$ cat src/rtl/fp_normalize_round.sv
// -----------------------------------------------------------------------------
// fp_normalize_round
//   Post-adder normalise/round stage for half-precision results. It takes the
//   adder's raw sign, biased exponent and unnormalised fraction, then produces
//   a normalised, rounded {sign, exp, mant} word. A carry out of the fraction
//   is handled in a single step: a right shift with round-to-nearest-even.
//   Leading zeros are removed by an iterative left shift, one bit per clock.
//
//   All state changes on the falling edge of clk, which matches the adder's
//   operand registers.
//
// Ports
//   clk       : clock (falling edge active)
//   reset     : asynchronous active-low reset
//   start     : request, sampled only while idle
//   signIn    : result sign from the adder
//   expIn     : biased exponent from the adder (bias 15)
//   fracIn    : {carry, hidden, mantissa} unnormalised fraction
//   busy      : operation in progress (check / shift / done phases)
//   done      : one-cycle pulse, result and flags valid
//   result    : {sign, exp, mant}, held until the next done
//   overflow  : result saturated to infinity
//   underflow : result flushed to zero
// -----------------------------------------------------------------------------
module fp_normalize_round #(
   parameter int FRAC_W     = 12,
   parameter int EXP_W      = 5,
   parameter int MAX_LSHIFT = 10
) (
   input  logic                      clk,
   input  logic                      reset,
   input  logic                      start,
   input  logic                      signIn,
   input  logic [EXP_W-1:0]          expIn,
   input  logic [FRAC_W-1:0]         fracIn,
   output logic                      busy,
   output logic                      done,
   output logic [EXP_W+FRAC_W-2:0]   result,
   output logic                      overflow,
   output logic                      underflow
);

   localparam int MANT_W = FRAC_W - 2;
   // One spare exponent bit so that the +2 of a rounding carry cannot wrap.
   localparam int XW     = EXP_W + 1;
   localparam int CNT_W  = $clog2(MAX_LSHIFT + 1);

   localparam logic [XW-1:0]     EXP_ONE  = XW'(1);
   localparam logic [XW-1:0]     EXP_TWO  = XW'(2);
   localparam logic [XW-1:0]     EXP_INF  = XW'((1 << EXP_W) - 1);
   localparam logic [CNT_W-1:0]  CNT_ONE  = CNT_W'(1);
   localparam logic [CNT_W-1:0]  CNT_MAX  = CNT_W'(MAX_LSHIFT);

   typedef enum logic [1:0] {
      IDLE   = 2'd0,
      CHECK  = 2'd1,
      SHIFTL = 2'd2,
      DONE   = 2'd3
   } state_t;

   state_t               state_r;
   logic                 sign_r;
   logic [XW-1:0]        exp_r;
   logic [FRAC_W-1:0]    frac_r;
   logic [CNT_W-1:0]     cnt_r;
   logic                 ovf_r;
   logic                 unf_r;

   logic [FRAC_W-1:0]    rsh_s;
   logic                 rnd_bit_s;
   logic [FRAC_W-1:0]    rnd_s;
   logic [FRAC_W-1:0]    rn_frac_s;
   logic [XW-1:0]        rn_exp_s;
   logic [FRAC_W-1:0]    lsh_frac_s;
   logic [XW-1:0]        lsh_exp_s;
   logic [CNT_W-1:0]     cnt_inc_s;

   // Datapath candidates: carry right shift with rounding, and one left-shift step.
   always_comb begin
      // The bit shifted out is the guard; round up only on a tie with odd LSB,
      // which for a single dropped bit is guard & new LSB.
      rsh_s     = frac_r >> 1;
      rnd_bit_s = frac_r[0] & frac_r[1];
      rnd_s     = rsh_s + {{(FRAC_W-1){1'b0}}, rnd_bit_s};
      // Rounding can carry back into the top bit (all-ones mantissa); the
      // renormalising shift drops only a zero, so no second rounding is needed.
      if (rnd_s[FRAC_W-1]) begin
         rn_frac_s = rnd_s >> 1;
         rn_exp_s  = exp_r + EXP_TWO;
      end else begin
         rn_frac_s = rnd_s;
         rn_exp_s  = exp_r + EXP_ONE;
      end
      lsh_frac_s = frac_r << 1;
      lsh_exp_s  = exp_r - EXP_ONE;
      cnt_inc_s  = cnt_r + CNT_ONE;
   end

   // Control FSM with registered datapath state and registered outputs.
   always_ff @(negedge clk or negedge reset) begin
      if (!reset) begin
         state_r   <= IDLE;
         sign_r    <= 1'b0;
         exp_r     <= {XW{1'b0}};
         frac_r    <= {FRAC_W{1'b0}};
         cnt_r     <= {CNT_W{1'b0}};
         ovf_r     <= 1'b0;
         unf_r     <= 1'b0;
         busy      <= 1'b0;
         done      <= 1'b0;
         result    <= {(EXP_W+FRAC_W-1){1'b0}};
         overflow  <= 1'b0;
         underflow <= 1'b0;
      end else begin
         done <= 1'b0;
         case (state_r)
            IDLE: begin
               if (start) begin
                  sign_r    <= signIn;
                  exp_r     <= {1'b0, expIn};
                  frac_r    <= fracIn;
                  cnt_r     <= {CNT_W{1'b0}};
                  ovf_r     <= 1'b0;
                  unf_r     <= 1'b0;
                  overflow  <= 1'b0;
                  underflow <= 1'b0;
                  busy      <= 1'b1;
                  state_r   <= CHECK;
               end else begin
                  state_r   <= IDLE;
               end
            end

            CHECK: begin
               if (frac_r == {FRAC_W{1'b0}}) begin
                  // Exact zero always comes out as +0.
                  sign_r  <= 1'b0;
                  exp_r   <= {XW{1'b0}};
                  state_r <= DONE;
               end else if (exp_r == EXP_INF) begin
                  exp_r   <= EXP_INF;
                  frac_r  <= {FRAC_W{1'b0}};
                  ovf_r   <= 1'b1;
                  state_r <= DONE;
               end else if (frac_r[FRAC_W-1]) begin
                  if (rn_exp_s >= EXP_INF) begin
                     exp_r  <= EXP_INF;
                     frac_r <= {FRAC_W{1'b0}};
                     ovf_r  <= 1'b1;
                  end else begin
                     exp_r  <= rn_exp_s;
                     frac_r <= rn_frac_s;
                  end
                  state_r <= DONE;
               end else if (frac_r[FRAC_W-2]) begin
                  state_r <= DONE;
               end else begin
                  state_r <= SHIFTL;
               end
            end

            SHIFTL: begin
               if ((exp_r <= EXP_ONE) || (cnt_r >= CNT_MAX)) begin
                  // No room left to shift: flush to +0.
                  sign_r  <= 1'b0;
                  exp_r   <= {XW{1'b0}};
                  frac_r  <= {FRAC_W{1'b0}};
                  unf_r   <= 1'b1;
                  state_r <= DONE;
               end else if (lsh_frac_s[FRAC_W-2]) begin
                  frac_r  <= lsh_frac_s;
                  exp_r   <= lsh_exp_s;
                  cnt_r   <= cnt_inc_s;
                  state_r <= DONE;
               end else if ((lsh_exp_s <= EXP_ONE) || (cnt_inc_s >= CNT_MAX)) begin
                  // This shift leaves the exponent at its floor while still
                  // unnormalised, so the next step would flush anyway; flush now.
                  sign_r  <= 1'b0;
                  exp_r   <= {XW{1'b0}};
                  frac_r  <= {FRAC_W{1'b0}};
                  cnt_r   <= cnt_inc_s;
                  unf_r   <= 1'b1;
                  state_r <= DONE;
               end else begin
                  frac_r  <= lsh_frac_s;
                  exp_r   <= lsh_exp_s;
                  cnt_r   <= cnt_inc_s;
                  state_r <= SHIFTL;
               end
            end

            DONE: begin
               result    <= {sign_r, exp_r[EXP_W-1:0], frac_r[MANT_W-1:0]};
               overflow  <= ovf_r;
               underflow <= unf_r;
               done      <= 1'b1;
               busy      <= 1'b0;
               state_r   <= IDLE;
            end

            default: begin
               busy    <= 1'b0;
               state_r <= IDLE;
            end
         endcase
      end
   end

endmodule

$ cat config.mk
export PLATFORM = sky130hd
export DESIGN_NAME = fp_normalize_round
export DESIGN_NICKNAME = d
export VERILOG_FILES = /design/src/rtl/fp_normalize_round.sv
export SDC_FILE = /design/constraint.sdc
export NUM_CORES = 1
export LEC_CHECK = 0
export CAP_MARGIN = 20
export CORE_ASPECT_RATIO = 1.1
export CORE_MARGIN = 2
export CORE_UTILIZATION = 50
export DETAILED_ROUTE_END_ITERATION = 10
export PLACE_DENSITY = 0.73
export REMOVE_ABC_BUFFERS = 1
export SKIP_LAST_GASP = 1
export SLEW_MARGIN = 20
export SYNTH_ARGS = -nofsm -noshare
export SYNTH_HDL_FRONTEND = slang
export SYNTH_SLANG_ARGS = --single-unit
$ cat constraint.sdc
create_clock -name clk -period 5.74 [get_ports clk]
set_input_delay 0.574 -clock clk [delete_from_list [all_inputs] [get_ports clk]]
set_output_delay 0.574 -clock clk [all_outputs]
set_load 0.005 [all_outputs]
Word level (Yosys, flattened, before mapping)
Cells that the tools add are included.
Cells by class
  $add $sub $neg: 5
  order comparisons: 5
  equal/unequal tests: 13
  mux-type cells: 53
  bitwise logic cells: 1
  reductions and logical operators: 16
Operators by type and width (number)
  two-way mux 12 bit: 5
  two-way mux 6 bit: 9
  two-way mux 11 bit: 4
  case mux 12 bit (3 select lines): 1
  two-way mux 1 bit: 23
  case mux 6 bit (3 select lines): 1
  adder 11 x 1 -> 12 bit: 1
  less-or-equal comparator 6 x 1 -> 1 bit, second input constant: 2
  zero test 12 bit: 1
  inequality test 3 bit, second input constant: 4
  case mux 1 bit (2 select lines): 5
  AND reduction 5 bit: 2
  AND reduction 3 bit: 3
  >= comparator 4 bit, second input constant: 2
  two-way mux 4 bit: 2
  inequality test 2 bit, second input constant: 4
  case mux 2 bit (4 select lines): 1
  case mux 4 bit (2 select lines): 1
  AND reduction 4 bit: 2
  adder 6 x 1 -> 6 bit, second input constant: 1
  adder 6 x 2 -> 6 bit, second input constant: 1
  == test 6 x 5 -> 1 bit, second input constant: 1
  >= comparator 6 x 5 -> 1 bit, second input constant: 1
  nonzero test 2 bit: 3
  11 further kinds: 13
Word-level totals
  bits in registers: 47
  output and inout port bits: 20
  logic and storage cells: 106

Logic depth before layout (Yosys ltp)
  word-level depth: 9
  mapped depth: 11
  mapped depth without buffers: 8

==> results.ini <==
[min_path]
min_path_type=flip-flop to flip-flop

[timing]
slew_headroom_pct=31.6
finalSetupViolations=0
worst_pin_slew_ns=1.03
timing.hold.ws_ns=0.439
final_max_slew_viol_count=0
final.setup_skew_ns=0.00463
tns_ns=0
rsz0062_at_grt=false
hold_viol_final=0

[setup_path]
cp_cell_sequence=clkdlybuf4s50_1 -> nor2b_1 -> nor2_1 -> buf_4 -> a21boi_1 -> and2_1 -> a41oi_1
cp-endpoint=exp_r[0]
reg2reg_slack_ns=2.63
cpPeakStageDelay_ns=0.59
worstSetupPathType=input port to flip-flop
setup.worst_path.end_class=flip-flop
required_ns=3.00
critPathArrivalTime_ns=2.37
crit_start=start
r2r_end=exp_r[1]
startpoint_type=input port
r2r_start=exp_r[0]
r2r_cells=7
cp_max_fo=13
crit_slowest_cell=clkdlybuf4s50_1

[die]
rows=30
die_h_um=86.9
start_util_pct=51.1
ios=41
chipWidth_um=79.4
core-area_mm2=0.00612
die_area_mm2=0.00690

[status]
outcome=finished, final reports clean

[synthesis]
netlist_instances=347
ys_top_cells_by_area=dfrtn_1 38%, mux2_2 6.1%, ha_1 5.6%
synth_seq_cells=47
synth_warnings=0
synth_edf_count=0
yosysUniqueCellTypes=52
avgSynthCellArea_um2=9.01
synth_async_sr_flop_share_pct=100
synth.top_cell.area_share_pct=37.6
synth_top_flop_cell=dfrtn_1
seq_area_frac_synth_pct=37.6
synth_top_cell_by_area=dfrtn_1
netlist_area_mm2=0.00313

[cells_and_area]
drive_gt1_share_pct=9.09
fin_util_pct=59.6
final_nets=408
synthToLayoutAreaGrowth_pct=16.5
num_antenna_cells=0

[routing]
drc=0
top_layer=met4
routed_via_density=6.01
m1WireLength_mm=3.22
ant_nets=0
wl_met2_mm=3.75
drt_first_pass_iters=4
vias=2730
met3_wirelength_um=320
wl_per_cell_um=16.4
wl_mm=7.46
drt_iter0_drc=195

[power]
finalPower_mw=2.27
powerDensity_mw_per_mm2=624
vdd_ir_drop_max_mv=0.298
p_leak_nw=1.48

[placement]
portBuffers=40
dp_hpwl_mm=5.09
gp_congestion=0.848

[grt]
grt_util_all_layers_pct=23.0
grt_pass1_vias=2607
overflow=0
grt_max_degree=48
antenna_found_initial=0
grt_pass1_wl_mm=12.5

[clocking]
clk_pin_slew_ns=0.06
cts_setup_buffers=0
cts_buffer_depth=2
clock-sinks=47
cts-resized-gates=0
insertion_delay_ns=0.30
postCtsHoldBufs=0
cts_tree=yes
cts_root_buf=clkbuf_8
htreeDepth=2
numCtsBuffers=5

[run]
drv_cap=0

==> cells in the mapped netlist, types with 2 or more instances <==
cell type  number
and4_1          2
a32o_1          2
and3_1          6
buf_2           5
nand3b_1        2
o211ai_1        7
and2_1          5
or3_1           3
clkbuf_1       17
xor2_1          4
dfrtn_1        47
nor3_1         10
nor4_1          4
nor2_1         26
mux2_2         17
inv_1          14
a22o_1          2
o21ai_0        22
a31oi_1         7
a221oi_1        4
o22ai_1         4
a211oi_1        2
a41oi_1         3
buf_4           3
ha_1           14
a22oi_1         3
a21oi_1        17
a311oi_1        6
nand4_1         6
mux2i_1         3
xnor2_1        10
nand2b_1        5
nand3_1        16
nor2b_1         9
nand2_1        23
==> cell type report <==
cell class	instances	area, um^2
fill	543	2470
multi-input combinational	260	1780
sequential	47	1180
timing repair buffer	45	433
clock buffer	8	100
tap	80	100
inverter	14	52.6
==> where the power goes <==
group | switching [mW] | internal, mW
logic | 0.711 | 0.616
registers | 0.213 | 0.510
clock network | 0.115 | 0.110
total | 1.04 | 1.24
==> state kept, by name, indices dropped and copies added (netlist names) <==
name / count
state_r: 2
ovf_r: 1
sign_r: 1
frac_r: 12
done: 1
underflow: 1
busy: 1
cnt_r: 4
exp_r: 6
result: 16
unf_r: 1
overflow: 1
==> worst min-delay path by stage <==
stage,depth (start not counted),end,from,slack (ns)
after global placement,1,underflow,underflow,0.44
after CTS,1,overflow,overflow,0.44
after global routing,1,result[12],result[12],0.47
final,1,overflow,overflow,0.44
after floorplan,2,sign_r,sign_r,0.42
after detailed placement,1,overflow,overflow,0.44
==> layer usage <==
metal	vias up	global-route usage, %
met4	0	8.93
met1	1315	29.9
li1	1321	-
met2	82	38.5
met3	12	3.42
met5	-	0
==> logic make-up (layout without fill, tap and decap cells) <==
| logic type | after synthesis | in the layout | share of synthesized area, % |
|---|---|---|---|
| and+or+nand+nor | 119 | 119 | 19.2 |
| AOI/OAI and AO/OA | 93 | 93 | 21.1 |
| DFF | 47 | 47 | 37.6 |
| buffers and inverters | 40 | 67 | 5.40 |
| muxes | 20 | 20 | 7.08 |
| adders and majority gates | 14 | 14 | 5.60 |
| xor gates and xnor gates | 14 | 14 | 3.92 |
==> placed cells by master (no fill, tap or decap), drive strengths merged, types with 2 or more instances in the layout <==
cell type       n
a211oi          2
a21boi          2
a21oi          17
a221oi          5
a22o            2
a22oi           3
a311oi          6
a31oi           7
a32o            2
a41oi           4
and2            6
and3            6
and4            2
buf             6
clkbuf          8
clkdlybuf4s50  39
dfrtn          47
ha             14
inv            14
mux2           17
mux2i           3
nand2          23
nand2b          5
nand3          16
nand3b          2
nand4           6
nor2           26
nor2b           9
nor3           10
nor4            4
o211ai          7
o21ai          23
o22ai           4
o311ai          2
or3             3
xnor2          10
xor2            4
==> worst max-delay path, delay by kind of cell <==
kind	cells	cell delay, ns
buffers and inverters	2	0.80
AND/OR/NAND/NOR	3	0.51
AO/OA/AOI/OAI	2	0.48
==> metrics by stage <==
stage | setup WS [ns] | std cells | instance area (um^2)
2_1_floorplan | 0.886 | 321 | 3010
6_report | 0.628 | 454 | 3640
3_3_place_gp | 0.410 | 446 | 3540
5_1_grt | 0.477 | 454 | 3640
3_5_place_dp | 0.336 | 446 | 3540
4_1_cts | 0.646 | 454 | 3640
Note: power is estimated with default switching activity, not from simulation.
